<file path="config.mk">
export PLATFORM = sky130hd
export DESIGN_NAME = fifo_stream_reader
export DESIGN_NICKNAME = d
export VERILOG_FILES = /design/src/rtl/fifo_stream_reader_pkg.sv /design/src/rtl/fifo_stream_reader_fwft_buf.sv /design/src/rtl/fifo_stream_reader.sv
export SDC_FILE = /design/constraint.sdc
export NUM_CORES = 1
export LEC_CHECK = 0
export CAP_MARGIN = 20
export CORE_UTILIZATION = 50
export DETAILED_ROUTE_END_ITERATION = 8
export GPL_ROUTABILITY_DRIVEN = 0
export PLACE_DENSITY = 0.73
export SYNTH_ARGS = -nofsm -noshare
export SYNTH_HDL_FRONTEND = slang
export SYNTH_HIERARCHICAL = 1
export SYNTH_SLANG_ARGS = --single-unit
</file>
<file path="constraint.sdc">
create_clock -name clk -period 5.35 [get_ports clk]
set_clock_uncertainty 0.15 [all_clocks]
set_input_delay 1.07 -clock clk [delete_from_list [all_inputs] [get_ports clk]]
set_output_delay 1.07 -clock clk [all_outputs]
set_load 0.02 [all_outputs]
</file>
<file path="src/rtl/fifo_stream_reader_pkg.sv">
// Shared defaults for the FIFO stream reader.
// FIFO flavour read latencies and sizing helpers.
package fifo_stream_reader_pkg;

  localparam int DEF_DATA_WIDTH = 64;
  localparam int DEF_LEN_WIDTH  = 8;
  localparam int DEF_BUF_DEPTH  = 4;

  typedef enum logic [0:0] {
    FIFO_SRLC = 1'b0,
    FIFO_BRAM = 1'b1
  } fifo_kind_e;

  localparam int LAT_SRLC = 1;
  localparam int LAT_BRAM = 2;

  // Pointer/count width: one extra bit so full and empty differ.
  function automatic int ptr_w(input int depth);
    return $clog2(depth) + 1;
  endfunction

  function automatic int read_lat(input fifo_kind_e k);
    return (k == FIFO_BRAM) ? LAT_BRAM : LAT_SRLC;
  endfunction

endpackage

</file>
<file path="src/rtl/fifo_stream_reader_fwft_buf.sv">
// First-word-fall-through register-array buffer.
// Head word is visible whenever the buffer is not empty.
module fifo_stream_reader_fwft_buf
  import fifo_stream_reader_pkg::*;
#(
  parameter int DW    = DEF_DATA_WIDTH,
  parameter int DEPTH = DEF_BUF_DEPTH,
  parameter int CW    = ptr_w(DEPTH)
) (
  input  logic          clk,
  input  logic          rst,
  input  logic          push_i,
  input  logic [DW-1:0] din_i,
  input  logic          pop_i,
  output logic [DW-1:0] dout_o,
  output logic          empty_o,
  output logic          full_o,
  output logic [CW-1:0] count_o
);

  localparam int AW = $clog2(DEPTH);

  logic [DW-1:0] mem_q [DEPTH];
  logic [CW-1:0] wr_q;
  logic [CW-1:0] rd_q;
  logic [CW-1:0] cnt_q;
  logic [CW-1:0] cnt_d;

  assign dout_o  = mem_q[rd_q[AW-1:0]];
  assign empty_o = (cnt_q == '0);
  assign full_o  = (cnt_q == CW'(DEPTH));
  assign count_o = cnt_q;

  // Occupancy next state; simultaneous push and pop leave it unchanged.
  always_comb begin
    cnt_d = cnt_q;
    unique case ({push_i, pop_i})
      2'b10:   cnt_d = cnt_q + CW'(1);
      2'b01:   cnt_d = cnt_q - CW'(1);
      default: cnt_d = cnt_q;
    endcase
  end

  // Storage and pointers; indices wrap modulo DEPTH.
  always_ff @(posedge clk) begin
    if (rst) begin
      for (int i = 0; i < DEPTH; i++) mem_q[i] <= '0;
      wr_q  <= '0;
      rd_q  <= '0;
      cnt_q <= '0;
    end else begin
      if (push_i) begin
        mem_q[wr_q[AW-1:0]] <= din_i;
        wr_q <= wr_q + CW'(1);
      end
      if (pop_i) rd_q <= rd_q + CW'(1);
      cnt_q <= cnt_d;
    end
  end

endmodule

</file>
<file path="src/rtl/fifo_stream_reader.sv">
// Drains a fixed-latency FIFO into a valid/ready stream.
// Credit-limited reads, latency pipe and burst framing.
module fifo_stream_reader
  import fifo_stream_reader_pkg::*;
#(
  parameter int DATA_WIDTH = DEF_DATA_WIDTH,
  parameter int READ_LAT   = LAT_SRLC,
  parameter int BUF_DEPTH  = DEF_BUF_DEPTH,
  parameter int LEN_WIDTH  = DEF_LEN_WIDTH
) (
  input  logic                  clk,
  input  logic                  rst,
  input  logic                  fifo_empty,
  output logic                  fifo_rd_en,
  input  logic [DATA_WIDTH-1:0] fifo_data,
  input  logic [LEN_WIDTH-1:0]  cfg_burst_len,
  output logic                  m_valid,
  input  logic                  m_ready,
  output logic [DATA_WIDTH-1:0] m_data,
  output logic                  m_last,
  output logic                  busy
);

  localparam int CW = ptr_w(BUF_DEPTH);
  localparam int OW = $clog2(BUF_DEPTH + READ_LAT + 1) + 1;

  logic [READ_LAT-1:0]  pipe_q;
  logic [READ_LAT-1:0]  pipe_d;
  logic [OW-1:0]        inflight;
  logic [OW-1:0]        occ;
  logic [OW-1:0]        occ_net;
  logic [CW-1:0]        buf_cnt;
  logic                 buf_empty;
  logic                 buf_full;
  logic                 buf_push;
  logic                 pop;
  logic                 cap;

  logic [LEN_WIDTH-1:0] beat_q;
  logic [LEN_WIDTH-1:0] beat_d;
  logic [LEN_WIDTH-1:0] len_q;
  logic [LEN_WIDTH-1:0] len_d;
  logic [LEN_WIDTH-1:0] len_eff;
  logic                 armed_q;
  logic                 armed_d;

  assign cap      = pipe_q[READ_LAT-1];
  assign pop      = m_valid && m_ready;
  assign buf_push = cap && (!buf_full || pop);

  // Count reads still travelling through the FIFO output pipeline.
  always_comb begin
    inflight = '0;
    for (int i = 0; i < READ_LAT; i++)
      inflight = inflight + OW'(pipe_q[i]);
  end

  assign occ     = OW'(buf_cnt) + inflight;
  assign occ_net = occ - OW'(pop);
  assign fifo_rd_en = !fifo_empty && !rst &&
                      (occ_net < OW'(BUF_DEPTH));
  assign busy    = (occ != '0);
  assign pipe_d  = READ_LAT'({pipe_q, fifo_rd_en});

  // Valid pipe: a bit leaves the top exactly when fifo_data is live.
  always_ff @(posedge clk) begin
    if (rst) pipe_q <= '0;
    else     pipe_q <= pipe_d;
  end

  fifo_stream_reader_fwft_buf #(
    .DW    (DATA_WIDTH),
    .DEPTH (BUF_DEPTH),
    .CW    (CW)
  ) u_buf (
    .clk     (clk),
    .rst     (rst),
    .push_i  (buf_push),
    .din_i   (fifo_data),
    .pop_i   (pop),
    .dout_o  (m_data),
    .empty_o (buf_empty),
    .full_o  (buf_full),
    .count_o (buf_cnt)
  );

  assign m_valid = !buf_empty;

  // First beat uses the live length until it is latched, so a
  // zero-length burst marks its very first word as last.
  assign len_eff = (beat_q == '0 && !armed_q) ? cfg_burst_len
                                              : len_q;
  assign m_last  = m_valid && (beat_q == len_eff);

  // Burst state: latch length once per burst, wrap after the last beat.
  always_comb begin
    beat_d  = beat_q;
    len_d   = len_q;
    armed_d = armed_q;
    if (m_valid && beat_q == '0 && !armed_q) len_d = cfg_burst_len;
    if (pop) begin
      armed_d = 1'b0;
      beat_d  = m_last ? '0 : beat_q + LEN_WIDTH'(1);
    end else if (m_valid && beat_q == '0) begin
      armed_d = 1'b1;
    end
  end

  // Burst counter registers.
  always_ff @(posedge clk) begin
    if (rst) begin
      beat_q  <= '0;
      len_q   <= '0;
      armed_q <= 1'b0;
    end else begin
      beat_q  <= beat_d;
      len_q   <= len_d;
      armed_q <= armed_d;
    end
  end

endmodule

</file>
==> metrics.txt, run 1 <==
Yosys reg bits=283; CTS tree=built; CTS H-tree depth=1; Area growth, synth to finish=22.2%; commonest non-fill, non-tap cells in the layout=and2_1, edfxtp_1, clkdlybuf4s50_1; met2 wire len=12900 µm; WP data arrival=between 3 and 4 ns; met3 routed WL=approximately 1200 µm; M1 wire length=10500 µm; xor/xnor cell area share of the yosys netlist=1.13%; fill count=around 1.8k; Global Route Usage Sum=20.1%; clock sinks=283; clock buffer depth=3; antenna violations before repair=2; CTS root buf=clkbuf_16; RSZ-0062 raised after global routing=false; Yosys cell types=between 40 and 50; PD cells=434 nW/µm²; Mapped Area=12400 µm²; average size of a mapped cell=15.8 µm²; post-CTS sizing=0; GRT overflow=0; fin area=15200 µm²; cts-stage hold buffer count=0; total setup buffers inserted after CTS=0; Synth Flop Type=edfxtp_1; crit path from=beat_q[7]; CTS clk-pin slew, worst paths=0.05 ns; CP max stage delay=0.66 ns; startpoint type of the worst setup path=flop; CP endpoint kind=output pin; max_cap viols=0; FP Rows=between 50 and 60; Worst-Margin Slew=0.986 ns; slew margin rel.=34.2%; final-report max-slew violation count=0; Pre-antenna DRT Iters=5; Post-synth EDFFs=256; register area share after synthesis=66.2%; asr flop ratio synth=0%; Peak VDD IR=0.283 mV; max layer used=met4; placed cells=1224; crit path max fanout=6; compound-cell area share of the yosys netlist=1.98%; Initial Utilization=51.1%; slowest CP cell=clkdlybuf4s50_1; via-per-instance ratio=5.34; full die area=25500 µm²; Post-Syn Instances=788; Tot Pwr=6.59 mW; Worst-Skew Late Latency=0.54 ns; most common cell after layout, fill and taps aside=and2_1; r2r startpoint=u_buf/count_o[2]; pin count of the biggest net entering global routing=65; Placed Area=around 14000 µm²; worst-path cell chain=or4_4 -> nor4_4 -> and4_1 -> o211ai_4 -> nor3_4 -> clkdlybuf4s50_1; mux share of post-synthesis cell area=12.5%; I/O Buffers=~140; reg-to-reg endpoint=u_buf/mem_q[0][18]; post-route minimum period=approximately 4.5 ns; first-pass GRT wire length=39500 µm; total wire length=25000 µm; simple-gate share of the synthesized area=15.6%; Ports=144; Req. time, crit path=4.13 ns; core footprint=around 24000 µm²; drt first-iter violations=357; vias in the first global route=7160; Reg2Reg Setup Slack=2.16 ns; status=finished, final reports clean; Setup CP Type=flop to output pin; # nets final=1014; vias=6822; DRT antenna net count=0; main combinational cell family by area after synthesis=simple AND/OR/NAND/NOR gates; clock buffer count from CTS=30; period utilization=between 80% and 90%; Residual DRC=0; Die Y=around 160 µm; Synth Area in Adders=0.664%; f_max=221 MHz; post-route insts no fill=roughly 1.3k; final hold violations=0; die width=around 160 µm; CP endpoint=m_last; min-delay worst type=flop to flop; YS warnings=6; Static Leak=about 5.4 nW; HPWL after detailed placement=14600 µm; endpoints failing setup=0; TNS Setup=0 ns; fraction of layout cells with a size suffix above 1=13.3%; Routed WL per cell=19.6 µm; Post-Synthesis Net Count=just under 900; Worst Reg-to-Reg Cells=7
[cell type report]
cell class,instances,area [µm²],area share (%)
sequential,283,8240,54.2
clock inverter,17,104,0.684
inverter,13,48.8,0.321
timing repair buffer,156,1590,10.5
antenna,1,2.50,0.0165
clock buffer,36,773,5.09
tap,324,405,2.67
multi-input combinational,448,4030,26.5
[worst min-delay path by stage]
stage | slack [ns] | startpoint | endpoint | cells past startpoint
detailed placement | 0.31 | u_buf/wr_q[0] | u_buf/wr_q[0] | 2
global placement | 0.30 | u_buf/wr_q[0] | u_buf/wr_q[0] | 2
CTS | 0.32 | u_buf/wr_q[0] | u_buf/wr_q[0] | 2
floorplan | 0.29 | u_buf/wr_q[0] | u_buf/wr_q[0] | 2
global route | 0.36 | u_buf/wr_q[0] | u_buf/wr_q[0] | 2
finish | 0.32 | u_buf/wr_q[0] | u_buf/wr_q[0] | 2
[through the flow]
step / util, % / setup slack, ns / hold WS, ns
2_1_floorplan: - / 0.0137 / 0.294
3_5_place_dp: 58.9 / 0.826 / 0.314
5_1_grt: 62.5 / 0.692 / 0.359
6_report: 62.5 / 0.826 / 0.317
3_3_place_gp: 58.9 / 0.710 / 0.301
4_1_cts: 62.5 / 0.778 / 0.321
[sequential cells by signal, indices dropped and copies added, names as in the netlist, named ones only]
| name | flops |
|---|---|
| armed_q | 1 |
| beat_q | 8 |
| cap | 1 |
| len_q | 8 |
| u_buf/count_o | 3 |
| u_buf/mem_q | 256 |
| u_buf/rd_q | 2 |
| u_buf/wr_q | 2 |
[routing by layer]
layer | vias up | global-route usage [%]
met1 | 3434 | 26.1
met2 | 157 | 35.7
met5 | - | 0
met4 | 0 | 4.20
met3 | 35 | 3.35
li1 | 3196 | -
[power breakdown]
group | internal [mW] | switching (mW)
Clock | 1.06 | 0.788
Combinational | 0.966 | 0.900
Sequential | 2.68 | 0.194
[cells by family (layout without fill, tap and decap cells)]
family / after synthesis / in the layout
AO/OA/AOI/OAI: 33 / 33
other: 0 / 1
XOR/XNOR: 16 / 16
adder cells (fa/ha/maj): 6 / 6
buffers and inverters: 57 / 222
multiplexers: 75 / 75
flip-flops: 283 / 283
AND/OR/NAND/NOR: 318 / 318
[critical path: cells and delay by family (launching register included)]
family          cells  cell delay, ns
flops               1            0.35
buf+inv             1            0.66
compound gates      1            0.11
simple gates        4            1.64
[Yosys cell counts, types with 3 or more instances]
library cell  count  area [µm²]
mux4_2           64        1440
nand4_1           3        18.8
edfxtp_1        256        7690
nor3_1            5        25.0
xnor2_1           9        78.8
a21oi_1           7        35.0
xor2_1            7        61.3
and3_1            3        18.8
nor2_1           22        82.6
dfxtp_1          27         541
o21bai_1          4        30.0
clkbuf_2          7        35.0
and2_1          257        1610
mux2i_1          10         100
clkbuf_1         22        82.6
nand2_1          14        52.6
buf_2             7        35.0
inv_1            12        45.0
nand2b_1          3        18.8
ha_1              5        62.6
a211oi_1          6        45.0
buf_1             7        26.3
o21ai_0           3        15.0
Note: power is estimated with default switching activity, not from simulation.
==> run 2: changes to the inputs <==
==> constraint.sdc (replaced) <==
create_clock -name clk -period 3.9 [get_ports clk]
set_clock_uncertainty 0.15 [all_clocks]
set_input_delay 0.78 -clock clk [delete_from_list [all_inputs] [get_ports clk]]
set_output_delay 0.78 -clock clk [all_outputs]
set_load 0.02 [all_outputs]
==> run 2 against run 1 <==
  * Sequential share of layout area shrank 0.82 points
  * Combinational power grew 47%
  * Critical path type unchanged
  * Clock power grew 48%
  * Non-clock buffer count grew 17
  * Critical endpoint unchanged
  * First-iteration DRC count grew 9.8%
  * Critical path depth is the same
  * Die area is the same
  * Register-to-register slack lost 1.2 ns
==> metrics.txt, run 2 (synthesis gave the netlist of run 1 again) <==
Routed WL per cell=19.7 µm (+0.71%); period utilization=95.0%; GRT overflow=0 (unchanged); Global Route Usage Sum=20.5% (+0.42 points); via-per-instance ratio=5.37 (+0.58%); commonest non-fill, non-tap cells in the layout=and2_1, edfxtp_1, clkdlybuf4s50_1; WP data arrival=2.77 ns (-0.53 ns); Placed Area=14500 µm² (+1.2%); min-delay worst type=flop to flop; PD cells=606 nW/µm² (+40%); CP top delay family=simple AND/OR/NAND/NOR gates; RSZ-0062 raised after global routing=false; TNS Setup=0 ns (unchanged); Die Y=160 µm (unchanged); post-route minimum period=3.70 ns; worst-path cell chain=or4_4 -> nor4_4 -> and4_1 -> o211ai_4 -> nor3_4 -> dlygate4sd2_1; CTS tree=built; Area growth, synth to finish=24.1%; full die area=25500 µm² (unchanged); CP max stage delay=0.58 ns (-0.08 ns); pin count of the biggest net entering global routing=51 (-22%); fraction of layout cells with a size suffix above 1=15.8% (+2.5 points); Setup CP Type=flop to output pin; HPWL after detailed placement=14700 µm (+0.97%); I/O Buffers=143 (unchanged); biggest registers after layout=u_buf/mem_q (256), beat_q (8), len_q (8); CP endpoint kind=output pin; final hold violations=0 (unchanged); cts-stage hold buffer count=0 (unchanged); max FFs per register=256 (unchanged); Reg2Reg Setup Slack=1.00 ns (-1.16 ns); Ports=144 (unchanged); # nets final=1030 (+1.6%); slowest CP cell=or4_4; drt first-iter violations=392 (+9.8%); vias=6942 (+1.8%); largest reg by FF count=u_buf/mem_q; status=finished, final reports clean; first-pass GRT wire length=40300 µm (+2.1%); max_cap viols=0 (unchanged); total wire length=25500 µm (+1.9%); vias in the first global route=7432 (+3.8%); CTS clk-pin slew, worst paths=0.06 ns (about the same); clock buffer count from CTS=29 (-3.3%); Antenna diodes=0 (-1); CTS H-tree depth=1 (unchanged); Residual DRC=0 (unchanged); final-report max-slew violation count=0 (unchanged); slew margin rel.=68.5% (+34 points); fin area=15400 µm² (+1.5%); Worst-Skew Late Latency=0.54 ns (about the same); Peak VDD IR=0.484 mV (+71%); most common cell after layout, fill and taps aside=and2_1; DRT antenna net count=0 (unchanged); Tot Pwr=9.34 mW (+42%); Bufs and invs on worst path=1 (unchanged); f_max=270 MHz; crit path max fanout=4 (-2); FP Rows=57 (unchanged); Pre-antenna DRT Iters=4 (-1); Initial Utilization=51.1% (unchanged); clock sinks=283 (unchanged); antenna violations before repair=0 (-2); Req. time, crit path=2.97 ns (-1.16 ns); die width=160 µm (unchanged); CTS root buf=clkbuf_16; core footprint=24300 µm² (unchanged); clock buffer depth=3 (unchanged); endpoints failing setup=0 (unchanged); Worst-Margin Slew=0.472 ns (-0.514 ns); startpoint type of the worst setup path=flop; Static Leak=5.55 nW (+2.6%)
run 2: changes by cell type in the layout (fill, tap and decap cells not counted), sizes merged:
| cell | delta |
|---|---|
| clkdlybuf4s50 | -2 |
| diode | -1 |
| dlygate4sd2 | +2 |
| inv | +1 |
| buf | +17 |
| bufinv | +3 |
| clkbuf | -1 |
| clkinv | -5 |
| clkinvlp | +1 |
run 2: layout make-up:
| cell class | count | area, µm² |
|---|---|---|
| Inverter | 13 | 48.8 |
| Clock inverter | 17 | 185 |
| Clock buffer | 35 | 748 |
| Sequential cell | 283 | 8240 |
| Multi-Input combinational cell | 448 | 4040 |
| Fill cell | 1815 | 8890 |
| Timing Repair Buffer | 173 | 1770 |
| Tap cell | 324 | 405 |
run 2: worst reg2reg max path, cell delays in order, from the launching register on:
cell and delay [ns]:
dfxtp_1 0.35, nor3_2 0.32, inv_1 0.14, nand2_1 0.14, buf_4 0.15, a21boi_0 0.09
buf_4 0.14, inv_1 0.12, ha_1 0.20, inv_1 0.06, fa_1 0.37, xor2_1 0.16
or3_1 0.30, a21oi_1 0.14
run 2: power breakdown:
group / total [mW] / switching (mW) / internal [mW]
sequential: 3.86 / 0.182 / 3.68
clock: 2.74 / 1.12 / 1.62
combinational: 2.74 / 1.34 / 1.40
total: 9.34 / 2.64 / 6.70
run 2: repair_timing:
action                     in CTS  in global routing
buffers inserted                1                  0
setup endpoints to repair       2                  0
resized for setup               3                  0
run 2: path summary, 6_finish.rpt:
path / from / endpoint / cells past startpoint
setup / recovery: beat_q[7] / m_last / 6
hold / removal: u_buf/wr_q[0] / u_buf/wr_q[0] / 2
setup reg to reg: u_buf/count_o[1] / u_buf/count_o[2] / 13
hold reg to reg: u_buf/wr_q[0] / u_buf/wr_q[0] / 2
run 2: metrics by stage:
step,util (%),setup slack (ns),instances,hold slack (ns)
5_1_grt,63.4,0.0525,1293,0.379
4_1_cts,63.4,0.174,1293,0.341
6_report,63.4,0.196,1293,0.336
2_1_floorplan,-,-1.15,788,0.294
3_3_place_gp,59.6,-0.0426,1240,0.304
3_5_place_dp,59.6,0.000831,1240,0.333
run 2: routing by layer:
metal / wire, µm / part of all wire (%) / GRT usage, % / up-vias
li1: - / - / - / 3232
met1: 10200 / 40 / 26.2 / 3453
met2: 12900 / 51 / 35.9 / 216
met3: 1820 / 7.1 / 4.10 / 41
met4: 501 / 2.0 / 5.38 / 0
met5: 0 / 0 / 0 / -
